File: src/rtl/smc_serial_sched.sv
// Serial MOSFET I_D/G_M scheduler: one compute unit, insertion-sorted result array, weighted reduce.
// Optional feature: define SMC_PIPE_EN to register the compute result ahead of the sort (+1 cycle latency).
module smc_serial_sched #(
    parameter int N_DEV = 6,
    parameter int VTH   = 1,
    parameter int VAL_W = 7,
    parameter int OUT_W = 10
) (
    input  logic             clk,
    input  logic             rst,
    input  logic             in_valid,
    output logic             in_ready,
    input  logic [1:0]       mode,
    input  logic [2:0]       W,
    input  logic [2:0]       V_GS,
    input  logic [2:0]       V_DS,
    output logic             out_valid,
    output logic [OUT_W-1:0] out_n
);
    localparam int         CNT_W = $clog2(N_DEV + 1);
    localparam logic [3:0] L_VTH = 4'(VTH);

    typedef enum logic [1:0] {IDLE, LOAD, PIPE, SUM} state_t;

    state_t                       r_state;
    logic [CNT_W-1:0]             r_count;
    logic [1:0]                   r_mode;
    logic                         r_ready;
    logic                         r_outValid;
    logic [OUT_W-1:0]             r_outN;
    logic [N_DEV-1:0][VAL_W-1:0]  r_s;

    logic                         w_beat;
    logic                         w_first;
    logic [1:0]                   w_mode;
    logic [3:0]                   w_vov;
    logic [15:0]                  w_num;
    logic [VAL_W-1:0]             w_val;
    logic                         w_insEn;
    logic                         w_insClear;
    logic [VAL_W-1:0]             w_insVal;
    logic [N_DEV-1:0][VAL_W-1:0]  w_base;
    logic [N_DEV-1:0][VAL_W-1:0]  w_ins;
    logic [OUT_W-1:0]             w_a, w_b, w_c, w_sum;

    assign w_beat  = in_valid && r_ready;
    assign w_first = (r_state == IDLE);
    assign w_mode  = w_first ? mode : r_mode;

    // Device model; cutoff clamps overdrive at zero so nothing wraps
    always_comb begin
        logic [15:0] vov16, vds16, w16;
        w_vov = ({1'b0, V_GS} > L_VTH) ? ({1'b0, V_GS} - L_VTH) : 4'd0;
        vov16 = 16'(w_vov);
        vds16 = 16'(V_DS);
        w16   = 16'(W);
        w_num = '0;
        if (w_vov > {1'b0, V_DS}) begin
            if (w_mode[0]) w_num = w16 * (16'd2 * vov16 * vds16 - vds16 * vds16);
            else           w_num = 16'd2 * w16 * vds16;
        end else begin
            if (w_mode[0]) w_num = w16 * vov16 * vov16;
            else           w_num = 16'd2 * w16 * vov16;
        end
        w_val = VAL_W'(w_num / 16'd3);
    end

`ifdef SMC_PIPE_EN
    logic [VAL_W-1:0] r_pval;
    logic             r_pvalid;
    logic             r_pfirst;

    always_ff @(posedge clk) begin
        if (rst) begin
            r_pval   <= '0;
            r_pvalid <= 1'b0;
            r_pfirst <= 1'b0;
        end else begin
            r_pval   <= w_val;
            r_pvalid <= w_beat;
            r_pfirst <= w_beat && w_first;
        end
    end

    assign w_insEn    = r_pvalid;
    assign w_insClear = r_pfirst;
    assign w_insVal   = r_pval;
`else
    assign w_insEn    = w_beat;
    assign w_insClear = w_beat && w_first;
    assign w_insVal   = w_val;
`endif

    // Descending insert; a new value lands after existing equal entries, the tail slot drops out
    always_comb begin
        w_base = w_insClear ? '0 : r_s;
        w_ins  = w_base;
        w_ins[0] = (w_base[0] >= w_insVal) ? w_base[0] : w_insVal;
        for (int i = 1; i < N_DEV; i++) begin
            if (w_base[i] >= w_insVal)      w_ins[i] = w_base[i];
            else if (w_base[i-1] >= w_insVal) w_ins[i] = w_insVal;
            else                              w_ins[i] = w_base[i-1];
        end
    end

    always_comb begin
        w_a = r_mode[1] ? OUT_W'(r_s[0]) : OUT_W'(r_s[N_DEV-3]);
        w_b = r_mode[1] ? OUT_W'(r_s[1]) : OUT_W'(r_s[N_DEV-2]);
        w_c = r_mode[1] ? OUT_W'(r_s[2]) : OUT_W'(r_s[N_DEV-1]);
        w_sum = r_mode[0] ? (OUT_W'(3) * w_a + OUT_W'(4) * w_b + OUT_W'(5) * w_c)
                          : (w_a + w_b + w_c);
    end

    always_ff @(posedge clk) begin
        if (rst) begin
            r_state    <= IDLE;
            r_count    <= '0;
            r_mode     <= '0;
            r_ready    <= 1'b1;
            r_outValid <= 1'b0;
            r_outN     <= '0;
            r_s        <= '0;
        end else begin
            r_outValid <= 1'b0;
            if (w_insEn) r_s <= w_ins;
            case (r_state)
                IDLE: begin
                    if (w_beat) begin
                        r_mode  <= mode;
                        r_count <= CNT_W'(1);
                        r_state <= LOAD;
                    end
                end
                LOAD: begin
                    if (w_beat) begin
                        if (r_count == CNT_W'(N_DEV - 1)) begin
                            r_count <= '0;
                            r_ready <= 1'b0;
`ifdef SMC_PIPE_EN
                            r_state <= PIPE;
`else
                            r_state <= SUM;
`endif
                        end else begin
                            r_count <= r_count + CNT_W'(1);
                        end
                    end
                end
                PIPE: r_state <= SUM;
                SUM: begin
                    r_outN     <= w_sum;
                    r_outValid <= 1'b1;
                    r_ready    <= 1'b1;
                    r_state    <= IDLE;
                end
                default: r_state <= IDLE;
            endcase
        end
    end

    assign in_ready  = r_ready;
    assign out_valid = r_outValid;
    assign out_n     = r_outN;
endmodule
File: config.mk
export PLATFORM = sky130hd
export DESIGN_NAME = smc_serial_sched
export DESIGN_NICKNAME = d
export VERILOG_FILES = /design/src/rtl/smc_serial_sched.sv
export SDC_FILE = /design/constraint.sdc
export NUM_CORES = 1
export LEC_CHECK = 0
export BUFFER_PORTS_ARGS = -buffer_cell sky130_fd_sc_hd__buf_4
export CAP_MARGIN = 20
export CORE_MARGIN = 1
export CORE_UTILIZATION = 50
export CTS_CLUSTER_DIAMETER = 60
export DETAILED_ROUTE_END_ITERATION = 12
export GPL_TIMING_DRIVEN = 0
export PLACE_DENSITY = 0.62
export SLEW_MARGIN = 20
export SYNTH_ARGS = -nofsm -noshare
export SYNTH_HDL_FRONTEND = slang
export SYNTH_SLANG_ARGS = --single-unit
File: constraint.sdc
create_clock -name clk -period 18.1 [get_ports clk]
set_input_delay 3.62 -clock clk [delete_from_list [all_inputs] [get_ports clk]]
set_output_delay 3.62 -clock clk [all_outputs]
set_load 0.005 [all_outputs]
# Word-level counts from Yosys, hierarchy flattened
# Index checks and enable logic that the tools add are counted.
[op_classes] n_reduce_logical=9 n_div=1 mul=9 n_lt_le_gt_ge=8 add_sub_neg=7 mux=33 n_eq_ne=7
[ops] operator="two-way mux 7 bit" count=14
[ops] operator="greater-or-equal comparator 7 bit" count=6
[ops] operator="two-way mux 42 bit" count=1
[ops] operator="two-way mux 16 bit" count=2
[ops] operator="divider 16 x 2 -> 16 bit (second input constant)" count=1
[ops] operator="multiplier 3 x 4 -> 7 bit" count=2
[ops] operator="multiplier 4 x 9 -> 13 bit" count=1
[ops] operator="multiplier 3 x 3 -> 6 bit" count=2
[ops] operator="multiplier 7 x 4 -> 11 bit" count=1
[ops] operator="two-way mux 11 bit" count=1
[ops] operator="adder 10 bit" count=1
[ops] operator="adder 9 x 9 -> 10 bit" count=1
[ops] operator="multiplier 3 x 7 -> 10 bit (first input constant)" count=1
[ops] operator="two-way mux 10 bit" count=1
[ops] operator="adder 8 x 7 -> 9 bit" count=1
[ops] operator="multiplier 2 x 7 -> 9 bit (first input constant)" count=1
[ops] operator="two-way mux 3 bit" count=3
[ops] operator="AND reduction 3 bit" count=3
[ops] operator="subtractor 8 x 6 -> 9 bit" count=1
[ops] operator="adder 7 x 7 -> 8 bit" count=1
[ops] operator="case mux 2 bit (4 select lines)" count=1
[ops] operator="multiplier 4 x 3 -> 7 bit" count=1
[ops] operator="two-way mux 2 bit" count=3
[ops] operator="!= test 2 bit (second input constant)" count=3
[ops] operator="15 further kinds" count=21
[word_totals] inputBits=14 ff_bits=61 wordCells=86

# Depth between registers and ports, before layout
# Gate-level depths: netlist (run 1).
[depth] ltp_word=11 mapped_depth=71 mapped_depth_nobuf=67

# Least setup slack after synthesis (run 1)
# Ideal clock, no wire load.
[synth_path] kind="input to register" startpoint="input port V_GS[0]" endpoint="register r_s[12] (netlist bit)" setup_slack_ps=1514 setup_time_ps=131 required_ps=17969 arrival_ps=16455 stages=67 path_buffers=4 path_cell_list="inv_1 > ha_1 > nor2_1 > clkbuf_1 > ha_1 > inv_1 > fa_1 > inv_1 > ha_1 > inv_1 > fa_1 > inv_1 > ha_1 > ha_1 > a21o_1 > a21o_1 > xnor2_1 > and2_1 > [31 not listed] > nor4_1 > or4_1 > o32a_1 > nor2_4 > inv_1 > ha_1 > nand2b_1 > a21o_1 > a21o_1 > a21oi_1 > nor2b_1 > o21ai_0 > nand2b_1 > a21oi_1 > clkbuf_1 > o21ai_0 > a211oi_1 > nor3_1"
[synth_between] elab_chain_cells=11 elab_cells_between_ends=18 cone_classes="add/sub (2); mul (5); div (1); order compare (4); mux (6)"
[synth_lines] item="start, declared" line="15" source="input logic [2:0] V_GS,"
[synth_lines] item="subtractor 3 x 1 -> 4 bit or > comparator 3 x 1 -> 1 bit (tied branches)" line="53" source="w_vov = ({1'b0, V_GS} > L_VTH) ? ({1'b0, V_GS} - L_VTH) : 4'd0;"
[synth_lines] item="two-way mux 4 bit (*)" line="53"
[synth_lines] item="multiplier 4 x 3 -> 7 bit" line="59" source="if (w_mode[0]) w_num = w16 * (16'd2 * vov16 * vds16 - vds16 * vds16);"
[synth_lines] item="subtractor 8 x 6 -> 9 bit" line="59"
[synth_lines] item="multiplier 4 x 9 -> 13 bit" line="59"
[synth_lines] item="two-way mux 16 bit" line="59"
[synth_lines] item="two-way mux 16 bit (*)" line="58" source="if (w_vov > {1'b0, V_DS}) begin"
[synth_lines] item="divider 16 x 2 -> 16 bit (*)" line="65" source="w_val = VAL_W'(w_num / 16'd3);"
[synth_lines] item="greater-or-equal comparator 7 bit" line="101" source="else if (w_base[i-1] >= w_insVal) w_ins[i] = w_insVal;"
[synth_lines] item="two-way mux 7 bit" line="101"
[synth_lines] item="two-way mux 7 bit (*)" line="100" source="if (w_base[i] >= w_insVal) w_ins[i] = w_base[i];"
[synth_lines] item="end signal, assigned" line="125" source="if (w_insEn) r_s <= w_ins;"
[synth_lines] item="end, declared" line="31" source="logic [N_DEV-1:0][VAL_W-1:0] r_s;"
# Every way passes the cells marked *; elsewhere a longest branch is shown, timed or not.
# A chain may end at the register's enable or synchronous reset.

# Worst setup path in the final report (run 1)
# Ends and elaborated chain as after synthesis.

==> results of run 1 <==
-- registers in the layout (all words and copies together), names as in the netlist --
signal,flops
r_mode,2
r_s,42
out_valid,1
r_count,3
in_ready,1
r_state,2
out_n,10
-- metal layers --
metal  up-vias  part of all wire
met4         0            0.0044
met5         -                 0
met1      4167              0.53
met3        11             0.058
li1       4484                 -
met2       147              0.41
-- power by group --
group / internal [µW] / total (µW) / leakage [µW] / switching (µW)
logic: 697 / 1720 / 0.00473 / 1020
registers: 173 / 203 / 0.000495 / 30.1
clock network: 110 / 175 / 0.000143 / 65.4
-- stage by stage --
stage | setup TNS [ns] | utilization | cells | cell area [µm²]
floorplan | 0 | - | 1285 | 9970
global placement | -13.78 | 0.5389 | 1575 | 10490
detailed placement | -19.93 | 0.5389 | 1575 | 10490
CTS | 0 | 0.5546 | 1591 | 10790
global route | -0.1814 | 0.5614 | 1596 | 10930
finish | 0 | 0.5614 | 1596 | 10930
-- how the worst min path moves through the flow --
stage | cells past startpoint | slack, ns | startpoint | end
final | 2 | 0.47 | r_s[23] | r_s[23]
after CTS | 2 | 0.47 | r_s[23] | r_s[23]
after global routing | 2 | 0.49 | r_s[23] | r_s[23]
after detailed placement | 2 | 0.46 | r_s[30] | r_s[30]
after floorplan | 2 | 0.43 | r_s[8] | r_s[8]
after global placement | 2 | 0.45 | r_s[30] | r_s[30]
-- cell families (layout without fill, tap and decap cells) --
group,after synthesis,after routing,share of synthesized area
XOR/XNOR,36,36,0.03178
other,2,15,0.0007570
buffers and inverters,186,232,0.07933
AO/OA/AOI/OAI,313,313,0.2077
AND/OR/NAND/NOR,439,439,0.2252
adder cells (fa/ha/maj),200,200,0.2923
flip-flops,61,61,0.1231
multiplexers,35,35,0.03973
-- layout make-up --
class / instances / area (µm²) / share of cell area
multi-input cells: 1038 / 8039 / 0.7357
clock buffers: 12 / 246.5 / 0.02256
well taps: 265 / 331.6 / 0.03034
clock inverters: 4 / 47.55 / 0.004351
inverters: 135 / 506.7 / 0.04638
flip-flops and latches: 61 / 1221 / 0.1118
repair buffers: 31 / 232.7 / 0.02130
plain buffers: 50 / 301.5 / 0.02760
-- cell usage after synthesis (5+ instances only) --
cell type  number  area [µm²]
xor2_1         17       148.9
nand2b_1       33       206.5
a21o_1         31       232.7
o21ai_1         5       25.02
a21oi_1        97       485.5
nand3_1        23       115.1
dfxtp_1        61        1221
o21ai_0        59       295.3
mux2i_1        21       210.2
nor2b_1        23       143.9
ha_1          147        1839
nor3_1         19       95.09
nor2_1        105       394.1
clkbuf_8        6       82.58
fa_1           53        1061
a22oi_1        10       75.07
mux2_2         12       135.1
nand4_1         6       37.54
o211ai_1       12       90.09
xnor2_1        19       166.4
o21bai_1        6       45.04
a211oi_1       21       157.7
o21a_1          6       45.04
clkbuf_1       36       135.1
nand2_1       111       416.7
inv_1         134       503.0
and2_1         73       456.7
a31oi_1        14       87.58
and3_1          6       37.54
-- worst min-delay path, stage by stage (launching register included) --
cell     delay (ns)
dfxtp_1        0.32
nand2_1        0.06
a21oi_1        0.05
-- repair_timing --
| action | 4_1_cts | 5_1_grt |
|---|---|---|
| gates resized for setup | 4 | 41 |
| pin swaps | 0 | 3 |
| setup endpoints to repair | 36 | 42 |
| setup buffers | 0 | 6 |
| hold endpoints to repair | 0 | 0 |
==> metrics.md, run 1 <==
| Metric | Value |
|---|---|
| Htree depth | 3 |
| Total congestion overflow | 0 |
| Grt met1 use | 0.3994 |
| Vias in the first global route | 8293 |
| Post-synthesis sequential area ratio | 0.1231 |
| CTS buffer count | 9 |
| Hold Path Class | reg2reg |
| Crit path max fanout | 11 |
| Most common cell after layout, fill and taps aside | ha_1 |
| Area Overhead vs Synth | 10.14% |
| Worst setup path end | r_s[12] |
| Layout cells sized above 1 | 0.09391 |
| Crit path buf inv count | 14 |
| Total track usage | 0.2633 |
| Number of detailed-route iterations in the first pass | 5 |
| Grt peak-use layer | met1 |
| F_max | 57.81 MHz |
| Crit path launch | V_GS[0] |
| Maxcap violations | 0 |
| Die W | 142.9 µm |
| Antenna violation net count after detailed routing | 0 |
| Synth warn | 0 |
| Root Driver | clkbuf_16 |
| Avg Synthesized Cell Area | 7.799 µm² |
| PortBufs | 25 |
| CTS sink count | 61 |
| Slew Limit Fails | 0 |
| Reg2reg end | r_s[12] |
| Cell variety after synth | 89 |
| Reg2Reg Setup Slack | 8.59 ns |
| RePlAce Congestion | 0.8889 |
| Slowest stage delay, CP | 0.58 ns |
| Die ar. | 20410 µm² |
| Largest net degree at the start of global routing | 13 |
| Final WL | 25590 µm |
| Slew at the pin closest to its max-slew limit | 0.9868 ns |
| CP required | 18.29 ns |
| Clk_lat worst skew | 0.34 ns |
| Core area | 19460 µm² |
| PD cells | 192.0 nW/µm² |
| DRT iter0 DRCs | 574 |
| Final period util | 0.9556 |
| CP delay by family, top | compound AO/OA/AOI/OAI gates |
| Nets | 1540 |
| Post-DP HPWL | 20940 µm |
| CTS Hold Bufs | 0 |
| Static Leakage | 0.005369 µW |
| Clock Path Buffers | 2 |
| Routed vias | 8809 |
| Avg WL per Cell | 16.04 µm |
| Clock Skew | 0.01016 ns |
| Stages on worst setup path | 68 |
| Residual DRC count | 0 |
| Worst r2r src | r_state[1] |
| Via/cell ratio | 5.519 |
| Critical path type | in2reg |
| I/O pins | 26 |
| Post-route minimum period | 17.30 ns |
| Synth Flop Type | dfxtp_1 |
| Final Hold Fails | 0 |
| Count of state elements after synthesis | 61 |
| Synthesized cell area | 9921 µm² |
| CP most frequent cell | ha_1 |
| Most frequent cells in the layout | 147 x ha_1, 134 x inv_1, 110 x nand2_1 |
| Worst-path clk slew | 0.06 ns |
| Slowest cell on crit path | or4_4 |
| Kind of end point of the critical path | flop |
| Ant diodes | 0 |
| Setup-failing EPs final | 0 |
| TritonCTS clock tree | built |
| Num rows | 51 |
| Synthesized instance count | 1272 |
| Met2 Track Usage GR | 0.3885 |
| Asr flop ratio synth | 0 |
| Initial antenna violation count | 0 |
| First-pass GRT wire length | 42680 µm |
| WHS | 0.4707 ns |
| Fill count | 1853 |
| Final WS setup | 0.8029 ns |
| GR Util met3 | 0.05366 |
| Pwr Total | 2098 µW |
| Die height | 142.9 µm |
| Pre-CTS setup slack | -0.7654 ns |
| Number of synthesized flops with an enable pin | 0 |
| Initial core utilization | 0.5097 |
| Crit path DAT | 17.49 ns |
| Result of the run | completed |
| Slew margin rel. | 0.3392 |
| Worst r2r path cells | 42 |
| Max VDD drop | 90.46 µV |
| Setup crit start kind | primary input |
No activity file was read; power rests on OpenSTA's default activity.
==> inputs of run 2 (changes only) <==
--- a/config.mk
+++ b/config.mk
@@ -5,7 +5,7 @@
 export SDC_FILE = /design/constraint.sdc
 export NUM_CORES = 1
 export LEC_CHECK = 0
-export BUFFER_PORTS_ARGS = -buffer_cell sky130_fd_sc_hd__buf_4
+export BUFFER_PORTS_ARGS = -buffer_cell sky130_fd_sc_hd__buf_2
 export CAP_MARGIN = 20
 export CORE_MARGIN = 1
 export CORE_UTILIZATION = 50
==> run 2 against run 1 <==
- first-iteration DRC count is 13% higher
- cell area rose by 0.16%
- fmax up 0.96%
- combinational power hardly changed
- clock-buffer cell count fell by 1
- clock power is 19% higher
- setup slack improved by 0.17 ns
- core utilization is 0.090 points higher
- sequential power about the same
- via count rose by 0.47%
- routed wire length down 1.1%
- largest power group unchanged
==> metrics.md, run 2 (synthesis gave the netlist of run 1 again) <==
| Metric | Value |
|---|---|
| Worst-path clk slew | 0.06 ns (about the same) |
| Met2 routed WL | 10100 µm (-2.7%) |
| Total congestion overflow | 0 (unchanged) |
| Worst r2r src | r_state[0] |
| TritonCTS clock tree | built |
| Hold Path Class | reg2reg |
| Int Pwr | 1023 µW (+4.4%) |
| Htree depth | 3 (unchanged) |
| Die ar. | 20410 µm² (unchanged) |
| Slowest cell on crit path | or4_4 |
| Slew margin rel. | 0.2785 (-0.06074) |
| WHS Path Cells | 2 (unchanged) |
| Die W | 142.9 µm (unchanged) |
| CP required | 18.37 ns (+0.08 ns) |
| Max FFs per register | 42 (unchanged) |
| Final period util | 0.9465 (-0.009123) |
| Layout Cells excl Fill | 1598 (+0.13%) |
| Clock Skew | 0.01113 ns (+0.0009714 ns) |
| Maxcap violations | 0 (unchanged) |
| Antenna violation net count after detailed routing | 0 (unchanged) |
| Num rows | 51 (unchanged) |
| Kind of end point of the critical path | flop |
| Initial antenna violation count | 0 (unchanged) |
| Vias in the first global route | 8227 (-0.80%) |
| Static Leakage | 0.005398 µW (+0.53%) |
| Reg2reg end | r_s[27] |
| PD cells | 195.2 nW/µm² (+1.6%) |
| Met3 WL post-DR | 1423 µm (-3.7%) |
| I/O pins | 26 (unchanged) |
| PortBufs | 25 (unchanged) |
| Fill count | 1885 (+1.7%) |
| Clk_lat worst skew | 0.34 ns (about the same) |
| Initial core utilization | 0.5097 (unchanged) |
| Nets | 1542 (+0.13%) |
| Core area | 19460 µm² (unchanged) |
| Sw power | 1113 µW (-0.47%) |
| Number of detailed-route iterations in the first pass | 6 (+1) |
| Hold_sp | r_s[30] |
| Layout cells sized above 1 | 0.09752 (+0.003610) |
| Met1 Wirelength | 13600 µm (about the same) |
| Pwr Total | 2136 µW (+1.8%) |
| Worst r2r path cells | 44 (+4.8%) |
| Placed inst area | 10430 µm² (-0.55%) |
| Sequential power share | 0.095 (-0.002) |
| Crit path buf inv count | 16 (+2) |
| Setup crit start kind | primary input |
| Avg WL per Cell | 15.85 µm (-1.2%) |
| DRT iter0 DRCs | 648 (+13%) |
| Most common cell after layout, fill and taps aside | ha_1 |
| Final Hold Fails | 0 (unchanged) |
| Post-layout instance area | 10940 µm² (+0.16%) |
| Via/cell ratio | 5.538 (+0.34%) |
| Root Driver | clkbuf_16 |
| Clock Path Buffers | 2 (unchanged) |
| RePlAce Congestion | 0.8900 (+0.12%) |
| F_max | 58.37 MHz (+0.96%) |
| Max VDD drop | 72.89 µV (-19%) |
| Crit path launch | V_GS[1] |
| Final WL | 25320 µm (-1.1%) |
| Slew Limit Fails | 0 (unchanged) |
| Critical path type | in2reg |
| Routed vias | 8850 (+0.47%) |
| Crit path DAT | 17.40 ns (-0.09 ns) |
| Post-route minimum period | 17.13 ns (-0.1651 ns) |
| Total track usage | 0.2635 (about the same) |
| Setup-failing EPs final | 0 (unchanged) |
| Area Overhead vs Synth | 10.32% |
| Switching Share | 0.5209 (-0.01193) |
| CP delay by family, top | adder cells |
| Die height | 142.9 µm (unchanged) |
| CTS sink count | 61 (unchanged) |
| Most frequent cells in the layout | 146 x ha_1, 134 x inv_1, 110 x nand2_1 |
| Largest net degree at the start of global routing | 13 (unchanged) |
| Logic gate share of total power | 0.807 (-0.013) |
| Residual DRC count | 0 (unchanged) |
| Clock power share | 0.098 (+0.014) |
| Slew at the pin closest to its max-slew limit | 1.082 ns (+0.09545 ns) |
| Reg2Reg Setup Slack | 8.81 ns (+0.22 ns) |
| Worst setup path end | r_s[27] |
| Top routing layer in use | met4 |
| Placed Cells | 1576 (+0.063%) |
| Pre-CTS setup slack | -0.8092 ns (-0.04377 ns) |
| Crit path max fanout | 11 (unchanged) |
| Stages on worst setup path | 70 (+2.9%) |
| Slowest stage delay, CP | 0.58 ns (about the same) |
| Setup TNS | 0 ns (unchanged) |
| Result of the run | completed |
| Largest Register | r_s |
| Final WS setup | 0.9681 ns (+0.1651 ns) |
| CTS Hold Bufs | 0 (unchanged) |
| First-pass GRT wire length | 42370 µm (-0.73%) |
| Post-DP HPWL | 20700 µm (-1.1%) |
| CTS buffer count | 9 (unchanged) |
| Ant diodes | 0 (unchanged) |
==> run 2: worst min-delay path by stage <==
| stage | end | slack (ns) |
|---|---|---|
| 6_report | r_s[30] | 0.46 |
| 3_3_place_gp | r_s[30] | 0.45 |
| 5_1_grt | r_s[37] | 0.50 |
| 4_1_cts | r_s[30] | 0.46 |
| 2_1_floorplan | r_s[8] | 0.43 |
| 3_5_place_dp | r_s[30] | 0.45 |
==> run 2: tightest hold or removal path: cells and delay by family (launching register included) <==
family | cells | cell delay [ns]
AO/OA/AOI/OAI | 1 | 0.05
flip-flops | 1 | 0.31
AND/OR/NAND/NOR | 1 | 0.05
==> run 2: stage by stage <==
step | hold WS (ns) | utilization
floorplan | 0.4318 | -
CTS | 0.4627 | 0.5553
finish | 0.4622 | 0.5623
detailed placement | 0.4549 | 0.5360
global placement | 0.4535 | 0.5357
global route | 0.4955 | 0.5623
==> run 2: per-layer routing <==
metal | vias to the layer above | track usage
li1 | 4502 | -
met1 | 4165 | 0.4145
met2 | 168 | 0.3731
met3 | 15 | 0.04494
met4 | 0 | 0.04018
met5 | - | 0
==> run 2: timing repair <==
item,CTS,global route
endpoints found under the setup margin,32,42
pin swaps,0,3
setup buffers,0,7
gates resized for setup,5,42
==> run 2: final cells by class <==
type / instances / area (µm²) / share of cell area
multi-input combinational: 1038 / 8041 / 0.7348
sequential: 61 / 1221 / 0.1116
inverter: 135 / 506.7 / 0.04630
tap: 265 / 331.6 / 0.03030
buffer: 50 / 301.5 / 0.02755
clock buffer: 11 / 252.7 / 0.02309
timing repair buffer: 33 / 182.7 / 0.01669
clock inverter: 5 / 106.4 / 0.009718
==> run 2: power groups by stage <==
| stage | clock network, µW | registers, µW | logic (µW) |
|---|---|---|---|
| after detailed placement | 0 | 205 | 1630 |
| final | 209 | 203 | 1720 |
| after floorplan | 0 | 194 | 1270 |
| after CTS | 212 | 203 | 1650 |
| after global placement | 0 | 205 | 1610 |
| after global routing | 217 | 207 | 1960 |
==> inputs of run 3 (changes only) <==
--- a/config.mk
+++ b/config.mk
@@ -13,6 +13,7 @@
 export DETAILED_ROUTE_END_ITERATION = 12
 export GPL_TIMING_DRIVEN = 0
 export PLACE_DENSITY = 0.62
+export RECOVER_POWER = 100
 export SLEW_MARGIN = 20
 export SYNTH_ARGS = -nofsm -noshare
 export SYNTH_HDL_FRONTEND = slang
==> run 3 against run 2 <==
- sequential share of layout area about the same
- clock-buffer cell count unchanged
- flip-flop and latch count unchanged
- largest cell class unchanged
- largest power group unchanged
==> metrics.md, run 3 (synthesis gave the netlist of run 1 again) <==
| Metric | Value |
|---|---|
| Static Leakage | 0.005361 µW (-0.68%) |
| Post-layout instance area | 10920 µm² (-0.18%) |
| Most frequent cells in the layout | 146 x ha_1, 134 x inv_1, 110 x nand2_1 |
| Placed inst area | 10430 µm² (unchanged) |
| I/O pins | 26 (unchanged) |
| Int Pwr | 1021 µW (-0.27%) |
| Clock Skew | 0.008574 ns (-0.002558 ns) |
| Top routing layer in use | met4 |
| Via/cell ratio | 5.535 (about the same) |
| Worst-path clk slew | 0.06 ns (about the same) |
| RePlAce Congestion | 0.8900 (unchanged) |
| Routed vias | 8845 (-0.056%) |
| Layout cells sized above 1 | 0.09077 (-0.006752) |
| Nets | 1542 (unchanged) |
| Setup TNS | 0 ns (unchanged) |
| PD cells | 195.6 nW/µm² (+0.19%) |
| Sequential power share | 0.095 (about the same) |
| Final WL | 25450 µm (+0.49%) |
| Number of detailed-route iterations in the first pass | 5 (-1) |
| Hold Path Class | reg2reg |
| Post-DP HPWL | 20700 µm (unchanged) |
| Crit path DAT | 17.42 ns (+0.02 ns) |
| Met2 routed WL | 10150 µm (+0.42%) |
| Slowest cell on crit path | or4_4 |
| Core area | 19460 µm² (unchanged) |
| Setup crit start kind | primary input |
| Total track usage | 0.2635 (unchanged) |
| TritonCTS clock tree | built |
| Root Driver | clkbuf_16 |
| Ant diodes | 0 (unchanged) |
| Switching Share | 0.5223 (+0.001338) |
| Sw power | 1116 µW (+0.26%) |
| Worst r2r path cells | 44 (unchanged) |
| F_max | 58.31 MHz (about the same) |
| Htree depth | 3 (unchanged) |
| Slew Limit Fails | 0 (unchanged) |
| Final period util | 0.9475 (about the same) |
| Pwr Total | 2136 µW (about the same) |
| Antenna violation net count after detailed routing | 0 (unchanged) |
| Final Hold Fails | 0 (unchanged) |
| Die height | 142.9 µm (unchanged) |
| Kind of end point of the critical path | flop |
| Num rows | 51 (unchanged) |
| CTS sink count | 61 (unchanged) |
| Clk_lat worst skew | 0.34 ns (about the same) |
| PortBufs | 25 (unchanged) |
| Critical path type | in2reg |
| Hold_sp | r_s[30] |
| Vias in the first global route | 8227 (unchanged) |
| Slowest stage delay, CP | 0.58 ns (about the same) |
| Die W | 142.9 µm (unchanged) |
| Reg2Reg Setup Slack | 8.78 ns (-0.03 ns) |
| Logic gate share of total power | 0.807 (about the same) |
| Met3 WL post-DR | 1372 µm (-3.6%) |
| Result of the run | completed |
| Fill count | 1888 (+0.16%) |
| Max FFs per register | 42 (unchanged) |
| Maxcap violations | 0 (unchanged) |
| Max VDD drop | 72.92 µV (about the same) |
| Hold endpoint | r_s[30] |
| Reg2reg end | r_s[27] |
| Most common cell after layout, fill and taps aside | ha_1 |
| Slew margin rel. | 0.3024 (+0.02388) |
| Clock Path Buffers | 2 (unchanged) |
| Slew at the pin closest to its max-slew limit | 1.046 ns (-0.03582 ns) |
| Setup-failing EPs final | 0 (unchanged) |
| Worst r2r src | r_state[0] |
| Die ar. | 20410 µm² (unchanged) |
| Largest Register | r_s |
| CTS Hold Bufs | 0 (unchanged) |
| Clock power share | 0.098 (about the same) |
| Initial core utilization | 0.5097 (unchanged) |
| Crit path max fanout | 11 (unchanged) |
| CTS buffer count | 9 (unchanged) |
| Largest net degree at the start of global routing | 13 (unchanged) |
| WHS Path Cells | 2 (unchanged) |
| Residual DRC count | 0 (unchanged) |
| Initial antenna violation count | 0 (unchanged) |
| Area Overhead vs Synth | 10.11% |
| CP required | 18.37 ns (about the same) |
| DRT iter0 DRCs | 619 (-4.5%) |
| Met1 Wirelength | 13720 µm (+0.86%) |
| WHS | 0.4647 ns (+0.002445 ns) |
| Total congestion overflow | 0 (unchanged) |
| Post-route minimum period | 17.15 ns (+0.01709 ns) |
| First-pass GRT wire length | 42370 µm (unchanged) |
| Avg WL per Cell | 15.92 µm (+0.49%) |
run 3: cell types whose count changed in the layout (fill, tap and decap cells not counted):
cell      delta
clkbuf_8     -1
buf_2        -9
clkbuf_2     +1
and2_0       +1
clkbuf_1    +10
buf_1        -1
and2_1       -1
run 3: worst max-delay path: cells and delay by family:
family / cells / cell delay, ns
adders and majority gates: 13 / 3.98
buffers and inverters: 16 / 1.78
xor gates and xnor gates: 3 / 0.39
AOI/OAI and AO/OA: 20 / 3.98
and+or+nand+nor: 18 / 3.61
run 3: stage by stage:
step                setup WS, ns  instances  utilization
floorplan                  1.514       1285            -
finish                    0.9510       1598       0.5613
global placement         -0.7627       1575       0.5357
detailed placement       -0.8092       1576       0.5360
global route           -0.002233       1598       0.5613
CTS                      0.03571       1592       0.5553
run 3: cell type report:
cell class              instances  area (µm²)  share of cell area
repair buffers                 33       171.4             0.01569
clock inverters                 5       106.4            0.009735
plain buffers                  50       292.8             0.02680
inverters                     135       506.7             0.04639
flip-flops and latches         61        1221              0.1118
well taps                     265       331.6             0.03035
multi-input cells            1038        8041              0.7361
clock buffers                  11       252.7             0.02314
run 3: power groups by stage:
| stage | Clock, µW | Sequential, µW | Combinational, µW |
|---|---|---|---|
| after floorplan | 0 | 194 | 1270 |
| after global placement | 0 | 205 | 1610 |
| after detailed placement | 0 | 205 | 1630 |
| after CTS | 212 | 203 | 1650 |
| after global routing | 217 | 207 | 1950 |
| final | 210 | 203 | 1720 |
run 3: metal layers:
layer | GRT usage | up-vias
met2 | 0.3731 | 178
met1 | 0.4145 | 4151
met4 | 0.04018 | 0
met5 | 0 | -
li1 | - | 4501
met3 | 0.04494 | 15
run 3: worst max-delay path by stage:
stage / startpoint / endpoint / slack (ns) / cells after the start
3_3_place_gp: V_GS[0] / r_s[12] / -0.76 / 68
4_1_cts: V_GS[1] / r_s[12] / 0.04 / 68
6_report: V_GS[1] / r_s[27] / 0.95 / 70
3_5_place_dp: V_GS[1] / r_s[12] / -0.81 / 69
2_1_floorplan: V_GS[0] / r_s[12] / 1.51 / 67
5_1_grt: V_GS[1] / r_s[25] / -0.002 / 71
run 3: what timing repair did:
action,4_1_cts,5_1_grt
gates cloned,0,0
pin swaps,0,3
resized for setup,5,42
setup buffers,0,7
hold endpoints to repair,0,0
endpoints found under the setup margin,32,42
